## config.mk

```make
export PLATFORM = sky130hd
export DESIGN_NAME = debug_unit
export DESIGN_NICKNAME = d
export VERILOG_FILES = /design/src/rtl/debug_unit.sv
export SDC_FILE = /design/constraint.sdc
export NUM_CORES = 1
export LEC_CHECK = 0
export ABC_CLOCK_PERIOD_IN_PS = 2110
export BUFFER_PORTS_ARGS = -buffer_cell sky130_fd_sc_hd__buf_2
export CAP_MARGIN = 5
export CORE_ASPECT_RATIO = 0.5
export CORE_MARGIN = 8
export CORE_UTILIZATION = 50
export DETAILED_ROUTE_END_ITERATION = 10
export PLACE_DENSITY_LB_ADDON = 0.05
export SLEW_MARGIN = 20
export SYNTH_ARGS = -nofsm -noshare
export SYNTH_HDL_FRONTEND = slang
export SYNTH_SLANG_ARGS = --single-unit
```

## constraint.sdc

```tcl
create_clock -name clock_i -period 2.11 [get_ports clock_i]
set_input_delay 0.211 -clock clock_i [delete_from_list [all_inputs] [get_ports clock_i]]
set_output_delay 0.211 -clock clock_i [all_outputs]
set_load 0.02 [all_outputs]
```

## src/rtl/debug_unit.sv

```systemverilog
// rtl/debug_unit.sv - UART-driven run/step/pause/reset control and state snapshot streamer
// Gates the datapath clock-enable and streams pc, cycle count and register words as bytes.
module debug_unit #(
   parameter int NUM_WORDS  = 32,
   parameter int ADDR_W     = 5,
   parameter int RST_CYCLES = 4
) (
   input  logic              clock_i,
   input  logic              resetGral_i,
   input  logic [7:0]        rxData_i,
   input  logic              rxValid_i,
   input  logic              halt_i,
   input  logic [7:0]        pc_i,
   input  logic [31:0]       dumpData_i,
   input  logic              txReady_i,
   output logic              dpEnable_o,
   output logic              dpReset_o,
   output logic [ADDR_W-1:0] dumpAddr_o,
   output logic [7:0]        txData_o,
   output logic              txValid_o,
   output logic              busy_o
);

   localparam logic [7:0] CMD_RUN   = 8'h63;
   localparam logic [7:0] CMD_STEP  = 8'h73;
   localparam logic [7:0] CMD_DUMP  = 8'h64;
   localparam logic [7:0] CMD_RESET = 8'h72;
   localparam logic [7:0] CMD_PAUSE = 8'h70;

   localparam int RST_W = (RST_CYCLES > 1) ? $clog2(RST_CYCLES) : 1;
   localparam logic [RST_W-1:0]  RST_LAST  = RST_W'(RST_CYCLES - 1);
   localparam logic [ADDR_W-1:0] ADDR_LAST = ADDR_W'(NUM_WORDS - 1);

   typedef enum logic [2:0] {
      IDLE,
      RUN,
      STEP,
      RSTDP,
      DLOAD,
      DSEND
   } state_t;

   state_t            state_q, state_d;
   logic [31:0]       cnt_q, cnt_d;
   logic [ADDR_W-1:0] addr_q, addr_d;
   logic              fetch_q, fetch_d;
   logic [39:0]       hdr_q, hdr_d;
   logic [2:0]        hdr_left_q, hdr_left_d;
   logic [31:0]       word_q, word_d;
   logic [1:0]        wbyte_q, wbyte_d;
   logic [RST_W-1:0]  rst_cnt_q, rst_cnt_d;

   always_ff @(posedge clock_i) begin
      if (resetGral_i) begin
         state_q    <= IDLE;
         cnt_q      <= '0;
         addr_q     <= '0;
         fetch_q    <= 1'b0;
         hdr_q      <= '0;
         hdr_left_q <= '0;
         word_q     <= '0;
         wbyte_q    <= '0;
         rst_cnt_q  <= '0;
      end else begin
         state_q    <= state_d;
         cnt_q      <= cnt_d;
         addr_q     <= addr_d;
         fetch_q    <= fetch_d;
         hdr_q      <= hdr_d;
         hdr_left_q <= hdr_left_d;
         word_q     <= word_d;
         wbyte_q    <= wbyte_d;
         rst_cnt_q  <= rst_cnt_d;
      end
   end

   always_comb begin
      state_d    = state_q;
      cnt_d      = cnt_q;
      addr_d     = addr_q;
      fetch_d    = fetch_q;
      hdr_d      = hdr_q;
      hdr_left_d = hdr_left_q;
      word_d     = word_q;
      wbyte_d    = wbyte_q;
      rst_cnt_d  = rst_cnt_q;

      case (state_q)
         IDLE: begin
            if (rxValid_i) begin
               case (rxData_i)
                  CMD_RUN:   state_d = halt_i ? DLOAD : RUN;
                  CMD_STEP:  state_d = halt_i ? DLOAD : STEP;
                  CMD_DUMP:  state_d = DLOAD;
                  CMD_RESET: begin
                     state_d   = RSTDP;
                     rst_cnt_d = '0;
                     cnt_d     = '0;
                  end
                  default:   state_d = IDLE;
               endcase
               addr_d  = '0;
               fetch_d = 1'b0;
            end
         end

         RUN: begin
            cnt_d = cnt_q + 32'd1;
            // The exit cycle is still an enabled cycle; halt and 'p' together give one exit.
            if (halt_i || (rxValid_i && rxData_i == CMD_PAUSE)) begin
               state_d = DLOAD;
               addr_d  = '0;
               fetch_d = 1'b0;
            end
         end

         STEP: begin
            cnt_d   = cnt_q + 32'd1;
            state_d = DLOAD;
            addr_d  = '0;
            fetch_d = 1'b0;
         end

         RSTDP: begin
            cnt_d = '0;
            if (rst_cnt_q == RST_LAST) begin
               state_d = IDLE;
            end else begin
               rst_cnt_d = rst_cnt_q + RST_W'(1);
            end
         end

         DLOAD: begin
            // Cycle 0 presents the address, cycle 1 captures the registered read data.
            if (!fetch_q) begin
               fetch_d = 1'b1;
               if (addr_q == '0) begin
                  hdr_d      = {pc_i, cnt_q};
                  hdr_left_d = 3'd5;
               end
            end else begin
               fetch_d = 1'b0;
               word_d  = dumpData_i;
               wbyte_d = '0;
               state_d = DSEND;
            end
         end

         DSEND: begin
            if (txReady_i) begin
               if (hdr_left_q != 3'd0) begin
                  hdr_d      = {hdr_q[31:0], 8'h00};
                  hdr_left_d = hdr_left_q - 3'd1;
               end else begin
                  word_d = {word_q[23:0], 8'h00};
                  if (wbyte_q == 2'd3) begin
                     if (addr_q == ADDR_LAST) begin
                        state_d = IDLE;
                        addr_d  = '0;
                     end else begin
                        state_d = DLOAD;
                        addr_d  = addr_q + ADDR_W'(1);
                     end
                  end else begin
                     wbyte_d = wbyte_q + 2'd1;
                  end
               end
            end
         end

         default: state_d = IDLE;
      endcase
   end

   assign dpEnable_o = (state_q == RUN) || (state_q == STEP);
   assign dpReset_o  = (state_q == RSTDP);
   assign dumpAddr_o = addr_q;
   assign txValid_o  = (state_q == DSEND);
   assign txData_o   = (state_q != DSEND)      ? 8'h00 :
                       (hdr_left_q != 3'd0)    ? hdr_q[39:32] : word_q[31:24];
   assign busy_o     = (state_q != IDLE);

endmodule
```

# --- Yosys cells after proc, flatten, opt, wreduce, memory -nomap -nowiden ---
# Index checks and enable logic that the tools add are counted.
op_classes:
  add_sub_neg: 5
  n_eq_ne: 27
  mux: 51
  reduce_logical: 21
op_table:
  columns: ["operator", "n"]
  rows:
  - ["32-bit 2-to-1 mux", 5]
  - ["40-bit 2-to-1 mux", 4]
  - ["32-bit one-hot mux with 3 select lines", 1]
  - ["40-bit one-hot mux with 2 select lines", 1]
  - ["32-bit one-hot mux with 2 select lines", 1]
  - ["3-bit 2-to-1 mux", 14]
  - ["8-bit by 7-bit == test with 1-bit output, second input constant", 5]
  - ["32-bit by 1-bit adder with 32-bit output, second input constant", 1]
  - ["5-bit 2-to-1 mux", 6]
  - ["5-bit one-hot mux with 4 select lines", 1]
  - ["2-bit != test, second input constant", 9]
  - ["3-bit one-hot mux with 6 select lines", 1]
  - ["8-bit 2-to-1 mux", 2]
  - ["2-bit 2-to-1 mux", 7]
  - ["3-bit one-hot mux with 4 select lines", 1]
  - ["5-bit AND reduction", 2]
  - ["3-bit nonzero test", 3]
  - ["2-bit by 1-bit != test with 1-bit output, second input constant", 4]
  - ["2-bit one-hot mux with 2 select lines", 2]
  - ["4-bit AND reduction", 2]
  - ["4-bit nonzero test", 2]
  - ["7-bit AND reduction", 1]
  - ["3-bit by 2-bit == test with 1-bit output, second input constant", 2]
  - ["3-bit == test, second input constant", 2]
  - ["18 further kinds", 25]
word_totals:
  wordCells: 113
  out_inout_bits: 17
  in_bits: 53
  ff_bits: 120

# --- Logic depth before layout (Yosys ltp) ---
depth:
  word_depth: 6
  ltp_mapped: 9
  depth_no_buf: 8

# --- Worst setup path before layout ---
# Ideal clock, no wire load.
synth_path:
  path_kind: "register -> register"
  startpoint: "register hdr_left_q[0]"
  endpoint: "register addr_q[3], in the netlist dumpAddr_o[3]"
  slack_ns: -0.060
  t_required_ns: 1.976
  path_buffers: 1
  path_stages_with_launch: 10
  t_arrival_ns: 2.036
  period_less_slack_ns: 2.170
  setup_time_ns: 0.134
  path_cell_list: "dfxtp_1 > inv_1 > ha_1 > ha_1 > clkbuf_1 > nand4_1 > a22o_1 > nor3_1 > a21boi_0 > o32ai_1"
synth_between:
  elab_chain_len: 3
synth_lines:
  columns: ["item", "line", "source"]
  rows:
  - ["start, declared", "48", "logic [2:0] hdr_left_q, hdr_left_d;"]
  - ["start signal, assigned", "70", "hdr_left_q <= hdr_left_d;"]
  - ["3-bit nonzero test", "151", "if (hdr_left_q != 3'd0) begin"]
  - ["2-bit != test (no line)", null, null]
  - ["6-bit AND reduction (no line)", null, null]
  - ["end signal, assigned", "67", "addr_q <= addr_d;"]
  - ["end, declared", "45", "logic [ADDR_W-1:0] addr_q, addr_d;"]
# No other way between the ends.
# A chain may end at the register's enable or synchronous reset.

# --- Worst setup path after layout ---
layout_path:
  startpoint: "register state_q[1]"
  endpoint: "register hdr_left_q[2]"
layout_between:
  elab_chain_len: 3
layout_lines:
  columns: ["item", "line", "source"]
  rows:
  - ["start, declared", "43", "state_t state_q, state_d;"]
  - ["start signal, assigned", "65", "state_q <= state_d;"]
  - ["3-bit == test", "88", "case (state_q)"]
  - ["2-bit != test (no line) (tied with other cells)", null, null]
  - ["5-bit AND reduction (no line)", null, null]
# Several ways; a longest one is shown, not always the timed one.

==> summary.txt <==
Timing
  • Pins over their slew limit: 0
  • Setup violators final: 0
  • Final Hold Fails: 0
  • Fin Clk Skew: 8.28 ps
  • F_max: 481 MHz
  • Tcrit/Tclk final: 0.986
  • Worst-Margin Slew: 550 ps
  • Fin worst setup slack: 29.1 ps
  • Min Tclk post-route: 2080 ps
  • Slew headroom: 0.633

Logic synthesis
  • Synth cell types: 57
  • Yosys reg bits: 120
  • Sequential area share after synthesis: 0.421
  • Async SR Flop Fraction: 0
  • Ys Warns: 0
  • Main flop type after synthesis: dfxtp_1
  • Synthesized area: 5710 um2
  • Synth area leaders: dfxtp_1 (42%), nand2_1 (9.4%), a311oi_1 (7.8%)
  • Most common cell in the netlist: nand2_1
  • Mean post-synth cell area: 8.07 um2
  • Commonest cells post-synth: nand2_1 (143), dfxtp_1 (120), nor2_1 (102), a311oi_1 (51), clkbuf_1 (39)
  • Post-synth EDFFs: 0
  • Cells after Synth: 708
  • Mapped Nets: 769
  • Largest area contributor in the netlist: dfxtp_1
  • Synth top area share: 0.421

Worst setup path
  • Crit Path Class: reg2reg
  • Arrival @ worst endpoint: 2400 ps
  • CP Max Fanout: 24
  • Type of destination of the critical path: register
  • Startpoint types: register
  • CP required: 2430 ps

Placement
  • Buffers on Ports: 69
  • RePlAce Congestion: 0.829
  • Post-DP HPWL: 10,100 um
  • Dpl cells: 917
  • Pre-CTS setup slack: -27.5 ps

Final layout
  • Multi-input logic area: 3020 um2
  • Layout Cells excl Fill: 955
  • Area grow syn2layout: 24.5%
  • Final core occ: 0.644
  • Share of cells above drive strength 1: 0.220
  • Fillers: 984
  • Nets: 858
  • Ant. Diodes: 0
  • Area occupied by registers: 2400 um2

Route
  • Initial drt markers: 349
  • DRC Markers: 0
  • Per-cell routed wire length: 16.2 um
  • Via count: 5,390
  • Total wire length: 15,400 um
  • Vias/cell: 5.64
  • ANT nets after route: 0
  • TritonRoute pass-1 iters: 5

Floorplan
  • Die X: 167 um
  • Rows: 27
  • Initial Util: 0.517
  • Ports: 70
  • Die footprint: 15,300 um2
  • Core region area: 11,000 um2
  • Die height: 91.6 um

GRT
  • Gr usage total: 0.196
  • Largest net degree at the start of global routing: 56
  • First-pass GRT wire length: 24,900 um
  • Via count of the first global-routing pass: 5,123
  • Antenna violations before repair: 0
  • Total grt overflow: 0

Power and ir drop
  • Pwr dens: 772 nW/um2
  • Leak: 2.61 nW
  • VDD IR-drop max: 0.000554 V

Status
  • Status: complete, no violations

Clocking
  • Clock slew at reported path FFs: 60 ps
  • Sink Count: 120
  • H-tree Lvls: 4
  • Clk buf depth: 2
  • CTS Buf Count: 17
  • Worst skew pair latency: 410 ps
  • Root buf cell: clkbuf_16
  • TritonCTS clock tree: done

Job
  • MaxCap Viol Count: 0

Worst hold path
  • Min-delay worst type: in2reg
-- critical path: stages, from the launching register on --
cell	delay, ps
dfxtp_2	340
buf_4	160
nand3b_1	240
buf_6	180
buf_4	150
o22a_2	260
buf_4	170
clkbuf_16	200
a311oi_2	280
-- final cells by class --
class	count	area share
clock buffer	20	0.0642
clock inverter	12	0.0178
inverter	17	0.00897
multi-input combinational	518	0.425
sequential	120	0.338
tap	145	0.0255
timing repair buffer	123	0.121
-- metal layers --
| layer | routed length (um) | global-route usage | share of wire |
|---|---|---|---|
| met1 | 7770 | 0.262 | 0.50 |
| met2 | 6860 | 0.307 | 0.44 |
| met3 | 692 | 0.0509 | 0.045 |
| met4 | 127 | 0.0539 | 0.0082 |
| met5 | 0 | 0 | 0 |
-- path summary, 6_finish.rpt --
path	slack, ps	from	endpoint	cells after the start
setup / recovery	30	state_q[1]$_SDFFE_PP0P_	hdr_left_q[2]$_SDFFE_PP0P_	8
hold / removal	50	dumpData_i[4]	word_q[4]$_SDFFE_PP0P_	3
setup reg to reg	30	state_q[1]$_SDFFE_PP0P_	hdr_left_q[2]$_SDFFE_PP0P_	8
hold reg to reg	450	word_q[1]$_SDFFE_PP0P_	word_q[1]$_SDFFE_PP0P_	2
-- sequential cells by signal, indices dropped and copies added, names as in the netlist --
register	flops
hdr_q	40
word_q	32
dumpAddr_o	5
rst_cnt_q	2
wbyte_q	2
state_q	3
cnt_q	32
fetch_q	1
hdr_left_q	3
-- power by group --
part | internal, W | total [W] | switching, W | leakage, nW
sequential | 0.00230 | 0.00232 | 0.0000174 | 0.968
combinational | 0.000138 | 0.000314 | 0.000176 | 1.37
clock | 0.00179 | 0.00286 | 0.00107 | 0.274
total | 0.00423 | 0.00549 | 0.00126 | 2.61
-- per-stage QoR --
| stage | setup TNS, ps | hold slack [ps] | cell area (um2) | total power (W) |
|---|---|---|---|---|
| final | 0 | 52.9 | 7110 | 0.00549 |
| after global placement | 0 | 440 | 6410 | 0.00266 |
| after CTS | 0 | 48.6 | 7010 | 0.00552 |
| after global routing | -69.8 | 59.1 | 7110 | 0.00566 |
| after detailed placement | -66.2 | 447 | 6410 | 0.00266 |
| after floorplan | 0 | 363 | 5710 | 0.00253 |
-- cell usage in the layout (no fill, tap or decap), drive strengths merged, types with 3 or more instances in the layout --
cell,count
o21ai,17
nand3,17
clkinv,6
and3,7
nor4,10
nor2,102
clkbuf,22
a22oi,8
buf,121
mux2i,10
o31ai,3
ha,8
nand2,143
and4,4
a21oi,31
inv,16
nor4b,3
clkinvlp,5
xnor2,17
nor3,12
nand2b,3
nand4,9
nor2b,6
dfxtp,120
or3,14
and2,5
a311oi,58
-- logic make-up (layout without fill, tap and decap cells) --
logic type,after synthesis,count (layout),share of synthesized area
AO/OA/AOI/OAI,134,134,0.178
flip-flops,120,120,0.421
AND/OR/NAND/NOR,348,348,0.286
XOR/XNOR,18,18,0.0276
adder cells (fa/ha/maj),8,8,0.0175
buffers and inverters,70,172,0.0526
multiplexers,10,10,0.0175
-- repair_timing --
item / 4_1_cts / 5_1_grt
resized for setup: 0 / 11
endpoints found under the setup margin: 9 / 36
cloned: 0 / 2
buffers inserted: 2 / 2
hold buffers: 0 / 0
Note: power is estimated with default switching activity, not from simulation.
